===== src/rtl/sdram_burst_arbiter.sv =====
// -----------------------------------------------------------------------------
// sdram_burst_arbiter
//
// Purpose:
//   SDRAM-side consumer of the write/read FIFO trigger pair. Each trigger asks
//   for one fixed-length burst. Write bursts move wfifo -> SDRAM. Read bursts
//   move SDRAM -> rfifo. Write and read requests are arbitrated round robin.
//   Addresses follow a ping-pong frame scheme: writes fill one bank while reads
//   drain the most recently completed bank. The top address bit selects the
//   bank.
//
// Ports:
//   clk, rst            clock, synchronous active-high reset
//   wr_trig, rd_trig    burst request pulses from the FIFO pair
//   wfifo_rd_en/_data   wfifo read strobe; its data is valid 1 cycle later
//   rfifo_wr_en/_data   rfifo write strobe and data (registered)
//   sd_cmd_*            burst command handshake toward the SDRAM engine
//   sd_wr_data_req      engine pulls one write word
//   sd_wr_data          write data to engine, valid 1 cycle after its request
//   sd_rd_data(_valid)  read word stream from engine
//   busy                high whenever the FSM is outside IDLE
//   frame_done          1-cycle pulse when a write frame completes
// -----------------------------------------------------------------------------
module sdram_burst_arbiter #(
   parameter int BURST_LEN   = 256,
   parameter int FRAME_WORDS = 307200,
   parameter int ADDR_W      = 23
) (
   input  logic              clk,
   input  logic              rst,
   input  logic              wr_trig,
   input  logic              rd_trig,
   output logic              wfifo_rd_en,
   input  logic [15:0]       wfifo_rd_data,
   output logic              rfifo_wr_en,
   output logic [15:0]       rfifo_wr_data,
   output logic              sd_cmd_req,
   input  logic              sd_cmd_ack,
   output logic              sd_cmd_wr,
   output logic [ADDR_W-1:0] sd_cmd_addr,
   input  logic              sd_wr_data_req,
   output logic [15:0]       sd_wr_data,
   input  logic [15:0]       sd_rd_data,
   input  logic              sd_rd_data_valid,
   output logic              busy,
   output logic              frame_done
);

   localparam int OFF_W = ADDR_W - 1;
   localparam int CNT_W = (BURST_LEN > 1) ? $clog2(BURST_LEN) : 1;
   // Offsets live in OFF_W bits, so a frame that spans the whole bank wraps
   // to zero in both the sum and the constant and still compares equal.
   localparam logic [OFF_W-1:0] BURST_OFF = OFF_W'(BURST_LEN);
   localparam logic [OFF_W-1:0] FRAME_OFF = OFF_W'(FRAME_WORDS);
   localparam logic [CNT_W-1:0] LAST_CNT  = CNT_W'(BURST_LEN - 1);

   typedef enum logic [2:0] {
      IDLE    = 3'd0,
      WR_CMD  = 3'd1,
      WR_DATA = 3'd2,
      RD_CMD  = 3'd3,
      RD_DATA = 3'd4,
      DONE    = 3'd5
   } state_t;

   state_t             state_q;
   logic               wr_pend_q, rd_pend_q;
   logic               wr_pend_d, rd_pend_d;
   logic               last_wr_q;        // 1: last burst served was a write
   logic [CNT_W-1:0]   cnt_q;
   logic [OFF_W-1:0]   wr_off_q, rd_off_q;
   logic               wr_bank_q, rd_bank_q, frame_valid_q;
   logic               cmd_req_q, cmd_wr_q;
   logic [ADDR_W-1:0]  cmd_addr_q;
   logic               rfifo_wr_en_q;
   logic [15:0]        rfifo_wr_data_q;
   logic               wdata_vld_q;      // wfifo word for the engine is on the bus
   logic               busy_q, frame_done_q;

   logic               wr_acked, rd_acked, rd_elig, pick_wr, pick_rd;
   logic               wr_wrap, rd_wrap;
   logic [OFF_W-1:0]   wr_off_nx, rd_off_nx;

   // A trigger in the ack cycle re-arms the flag; a trigger while set is absorbed.
   assign wr_acked  = (state_q == WR_CMD) && sd_cmd_ack;
   assign rd_acked  = (state_q == RD_CMD) && sd_cmd_ack;
   assign wr_pend_d = wr_trig || (wr_pend_q && !wr_acked);
   assign rd_pend_d = rd_trig || (rd_pend_q && !rd_acked);

   // Reads stay gated until a full frame exists to read back.
   assign rd_elig = rd_pend_q && frame_valid_q;
   assign pick_wr = wr_pend_q && (!rd_elig || !last_wr_q);
   assign pick_rd = rd_elig && (!wr_pend_q || last_wr_q);

   assign wr_off_nx = wr_off_q + BURST_OFF;
   assign rd_off_nx = rd_off_q + BURST_OFF;
   assign wr_wrap   = (wr_off_nx == FRAME_OFF);
   assign rd_wrap   = (rd_off_nx == FRAME_OFF);

   // The engine's pull goes straight to the fifo; the fifo answers one cycle
   // later, which is exactly when the engine samples sd_wr_data.
   assign wfifo_rd_en = (state_q == WR_DATA) && sd_wr_data_req;
   assign sd_wr_data  = wdata_vld_q ? wfifo_rd_data : 16'h0000;

   assign rfifo_wr_en   = rfifo_wr_en_q;
   assign rfifo_wr_data = rfifo_wr_data_q;
   assign sd_cmd_req    = cmd_req_q;
   assign sd_cmd_wr     = cmd_wr_q;
   assign sd_cmd_addr   = cmd_addr_q;
   assign busy          = busy_q;
   assign frame_done    = frame_done_q;

   // NOTE: every register here uses <= so all of them update from the same
   // pre-edge values; a blocking = would let later lines see half-updated state.
   always_ff @(posedge clk) begin
      if (rst) begin
         state_q         <= IDLE;
         wr_pend_q       <= 1'b0;
         rd_pend_q       <= 1'b0;
         last_wr_q       <= 1'b0;
         cnt_q           <= '0;
         wr_off_q        <= '0;
         rd_off_q        <= '0;
         wr_bank_q       <= 1'b0;
         rd_bank_q       <= 1'b1;
         frame_valid_q   <= 1'b0;
         cmd_req_q       <= 1'b0;
         cmd_wr_q        <= 1'b0;
         cmd_addr_q      <= '0;
         rfifo_wr_en_q   <= 1'b0;
         rfifo_wr_data_q <= '0;
         wdata_vld_q     <= 1'b0;
         busy_q          <= 1'b0;
         frame_done_q    <= 1'b0;
      end else begin
         wr_pend_q     <= wr_pend_d;
         rd_pend_q     <= rd_pend_d;
         wdata_vld_q   <= wfifo_rd_en;
         frame_done_q  <= 1'b0;
         rfifo_wr_en_q <= (state_q == RD_DATA) && sd_rd_data_valid;
         if ((state_q == RD_DATA) && sd_rd_data_valid)
            rfifo_wr_data_q <= sd_rd_data;

         case (state_q)
            IDLE: begin
               if (pick_wr) begin
                  state_q    <= WR_CMD;
                  cmd_req_q  <= 1'b1;
                  cmd_wr_q   <= 1'b1;
                  cmd_addr_q <= {wr_bank_q, wr_off_q};
                  last_wr_q  <= 1'b1;
                  busy_q     <= 1'b1;
               end else if (pick_rd) begin
                  state_q    <= RD_CMD;
                  cmd_req_q  <= 1'b1;
                  cmd_wr_q   <= 1'b0;
                  cmd_addr_q <= {rd_bank_q, rd_off_q};
                  last_wr_q  <= 1'b0;
                  busy_q     <= 1'b1;
               end
            end
            WR_CMD, RD_CMD: begin
               if (sd_cmd_ack) begin
                  cmd_req_q <= 1'b0;
                  cnt_q     <= '0;
                  state_q   <= (state_q == WR_CMD) ? WR_DATA : RD_DATA;
               end
            end
            WR_DATA: begin
               if (sd_wr_data_req) begin
                  cnt_q <= cnt_q + CNT_W'(1);
                  if (cnt_q == LAST_CNT) state_q <= DONE;
               end
            end
            RD_DATA: begin
               if (sd_rd_data_valid) begin
                  cnt_q <= cnt_q + CNT_W'(1);
                  if (cnt_q == LAST_CNT) state_q <= DONE;
               end
            end
            DONE: begin
               state_q <= IDLE;
               busy_q  <= 1'b0;
               if (cmd_wr_q) begin
                  if (wr_wrap) begin
                     wr_off_q      <= '0;
                     wr_bank_q     <= ~wr_bank_q;
                     frame_valid_q <= 1'b1;
                     frame_done_q  <= 1'b1;
                     // First completed frame: point reads at the bank just filled.
                     if (!frame_valid_q) rd_bank_q <= wr_bank_q;
                  end else begin
                     wr_off_q <= wr_off_nx;
                  end
               end else begin
                  if (rd_wrap) begin
                     rd_off_q  <= '0;
                     rd_bank_q <= ~wr_bank_q;  // latest completed bank
                  end else begin
                     rd_off_q <= rd_off_nx;
                  end
               end
            end
            default: begin
               state_q <= IDLE;
               busy_q  <= 1'b0;
            end
         endcase
      end
   end

endmodule


===== config.mk =====
export PLATFORM = sky130hd
export DESIGN_NAME = sdram_burst_arbiter
export DESIGN_NICKNAME = d
export VERILOG_FILES = /design/src/rtl/sdram_burst_arbiter.sv
export SDC_FILE = /design/constraint.sdc
export NUM_CORES = 1
export LEC_CHECK = 0
export ABC_AREA = 1
export ABC_CLOCK_PERIOD_IN_PS = 2000
export BUFFER_PORTS_ARGS = -buffer_cell sky130_fd_sc_hd__buf_4
export CAP_MARGIN = 30
export CORE_ASPECT_RATIO = 1.2
export CORE_MARGIN = 4
export CORE_UTILIZATION = 54
export CTS_CLUSTER_SIZE = 16
export DETAILED_ROUTE_END_ITERATION = 12
export PLACE_DENSITY = 0.8
export REMOVE_ABC_BUFFERS = 1
export SYNTH_ARGS = -nofsm -noshare
export SYNTH_HDL_FRONTEND = slang
export SYNTH_SLANG_ARGS = --single-unit

===== constraint.sdc =====
create_clock -name clk -period 2 [get_ports clk]
set_input_delay 0.1 -clock clk [delete_from_list [all_inputs] [get_ports clk]]
set_output_delay 0.1 -clock clk [all_outputs]
set_load 0.03 [all_outputs]

==> flow_metrics.env <==
export IMPL_status="complete, no violations"
export IMPL_synth_compound_area_share_pct=17.14
export IMPL_grt_overflow_total=0
export IMPL_fmax_ghz=0.5386
export IMPL_synth_top_family_by_area="simple AND/OR/NAND/NOR gates"
export IMPL_clockBufferDepth=2
export IMPL_cts_buffers=9
export IMPL_hp_class="primary input to flop"
export IMPL_setup_viol=0
export IMPL_port_buffers=91
export IMPL_synth_area_per_cell_um2=6.750
export IMPL_drtAntennaViolNets=0
export IMPL_maxSlewViolCount=0
export IMPL_grt_first_pass_wirelength_um=18260
export IMPL_skew_ns=0.007283
export IMPL_yosys_warnings=0
export IMPL_hold_viol=0
export IMPL_cp_start_kind="flop"
export IMPL_die_x_um=89.53
export IMPL_routed_top_layer="met4"
export IMPL_clk_latency_ns=0.36
export IMPL_dp_hpwl_um=8405
export IMPL_antenna_found_initial=0
export IMPL_gp_congestion=0.9331
export IMPL_r2r_setup_slack_ns=0.14
export IMPL_clk_pin_slew_worst_paths_ns=0.09
export IMPL_num_rows=35
export IMPL_grt_pass1_vias=4043
export IMPL_placed_area_mm2=0.005065
export IMPL_drive_above_1_share_pct=22.52
export IMPL_viasPerCell=5.217
export IMPL_synth_adder_area_share_pct=1.453
export IMPL_cts_sinks=81
export IMPL_cts_tree="yes"
export IMPL_fillCellCount=677
export IMPL_h_tree_depth=3
export IMPL_post_drt_wl_per_cell_um=13.56
export IMPL_fin_nets=776
export IMPL_required_ns=2.23
export IMPL_core_area_mm2=0.007707
export IMPL_diodes=0
export IMPL_layoutNonFillerInstCount=829
export IMPL_critPathArrivalTime_ns=2.09
export IMPL_synthXorXnorAreaFrac_pct=1.627
export IMPL_synthMuxAreaShare_pct=0
export IMPL_grt_start_max_net_pins=34
export IMPL_max_cap_viol_count=0
export IMPL_dr_wl_met2_um=5382
export IMPL_p_leak_nw=2.417
export IMPL_cp_max_fo=9
export IMPL_ys_seq_elements=81
export IMPL_syn2layout_area_growth_pct=23.56
export IMPL_die_area_mm2=0.009474
export IMPL_synth_simple_area_share_pct=30.21
export IMPL_drt_iter0_drc=175
export IMPL_drt_total_wl_um=11240
export IMPL_route_detailed_drc=0
export IMPL_met3_wirelength_um=1007
export IMPL_syn_inst=638
export IMPL_vias=4325
export IMPL_drtPass1Iterations=5
export IMPL_timing_final_crit_share_pct=92.84
export IMPL_chipHeight_um=105.8
export IMPL_path_class="flop to flop"
export IMPL_root_buffer="clkbuf_8"
export IMPL_synth_seq_area_share_pct=37.65
export IMPL_power_density_mw_per_mm2=937.3
export IMPL_end_kind="flop"
export IMPL_place_inst=809
export IMPL_fin_area_mm2=0.005321
export IMPL_irDropWorstVdd_v=0.0006286
export IMPL_ios=100
export IMPL_met1_length_um=4492
export IMPL_track_usage_pct=24.10
export IMPL_yosysUniqueCellTypes=33
export IMPL_initial_utilization_pct=55.88
export IMPL_timing_final_crit_period_ns=1.857
export IMPL_netlist_area_mm2=0.004307
synthesized netlist by cell type (all sizes together):
library cell / instances / area (µm²)
nand2: 137 / 536.8
inv: 96 / 360.4
dfxtp: 81 / 1622
nor2: 79 / 376.6
o21ai: 66 / 337.8
a21oi: 62 / 310.3
nand3: 35 / 202.7
clkbuf: 17 / 63.81
buf: 13 / 85.08
nand4: 11 / 68.82
nor3: 8 / 50.05
a211oi: 6 / 45.04
ha: 5 / 62.56
xor2: 5 / 43.79
o211ai: 4 / 30.03
and2: 3 / 18.77
nand3b: 3 / 35.03
xnor2: 3 / 26.28
a311oi: 1 / 8.760
a31oi: 1 / 6.260
conb: 1 / 3.750
nor4: 1 / 12.51
worst paths after layout:
check                   startpoint                end  depth (start not counted)
setup / recovery        state_q[2]           cnt_q[4]                          9
hold reg to reg   rfifo_wr_data[8]   rfifo_wr_data[8]                          2
hold / removal      sd_rd_data[13]  rfifo_wr_data[13]                          3
setup reg to reg        state_q[2]           cnt_q[4]                          9
critical path, cell delays in order (launching register included):
cell	delay, ns
dfxtp_1	0.56
inv_1	0.15
nand3_1	0.15
nand2_1	0.08
nand2_2	0.10
nand3_4	0.14
nor2_1	0.15
inv_1	0.08
nor3_1	0.22
nor3_1	0.11
per-stage QoR:
step | hold WS, ns | power (mW) | worst slack [ns] | TNS [ns] | util (%)
5_1_grt | 0.01713 | 5.297 | -0.002769 | -0.002769 | 69.04
3_5_place_dp | 0.3700 | 3.758 | 0.1047 | 0 | 65.71
2_1_floorplan | 0.1669 | 3.170 | 0.2676 | 0 | -
6_report | 0.01764 | 4.988 | 0.1432 | 0 | 69.04
4_1_cts | 0.009133 | 5.008 | 0.08511 | 0 | 68.65
3_3_place_gp | 0.3659 | 3.715 | 0.2287 | 0 | 65.71
cell families after synthesis:
kind of cell / Yosys count
simple gates: 277
buf+inv: 126
xor+xnor: 8
fa+ha+maj: 5
other cells: 1
flops: 81
compound gates: 140
layout make-up:
cell class / count / area [µm²] / share of cell area [%]
clock buffer: 9 / 123.9 / 2.328
tap: 92 / 115.1 / 2.163
sequential: 81 / 1624 / 30.52
clock inverter: 7 / 82.58 / 1.552
timing repair buffer: 106 / 800.8 / 15.05
multi-input combinational: 438 / 2215 / 41.62
inverter: 96 / 360.3 / 6.772
report_power, final:
group          switching (mW)  internal, mW  total [mW]
Sequential              0.227          1.84        2.07
Clock                   0.659         0.598        1.26
Combinational            1.07         0.585        1.66
what timing repair did:
action,CTS,global route
gates resized for setup,0,6
setup buffers,0,2
endpoints found under the hold margin,2,0
hold buffers,2,0
setup endpoints to repair,0,14
sequential cells by signal, summed over array words and instances (netlist names):
register and flops:
rfifo_wr_data 16, sd_cmd_addr 15, rd_off_q 14, wr_off_q 14, cnt_q 8, state_q 3
busy 1, frame_done 1, frame_valid_q 1, rd_bank_q 1, rd_pend_q 1, rfifo_wr_en 1
sd_cmd_req 1, sd_cmd_wr 1, wdata_vld_q 1, wr_bank_q 1, wr_pend_q 1
routing by layer:
metal,global-route usage [%],vias to the layer above
met3,5.004,30
met1,29.10,1902
met4,9.681,0
met5,0,-
met2,40.78,177
li1,-,2216
placed cells by master (no fill, tap or decap), drive strengths merged:
cell,n
nand2,137
buf,104
inv,100
dfxtp,81
nor2,79
o21ai,66
a21oi,62
nand3,35
nand4,11
clkbuf,9
conb,8
nor3,8
a211oi,6
xor2,5
ha,5
o211ai,4
and2,3
xnor2,3
nand3b,3
clkinvlp,2
dlygate4sd3,2
a31oi,1
nor4,1
a311oi,1
bufinv,1
No activity file was read; power rests on OpenSTA's default activity.
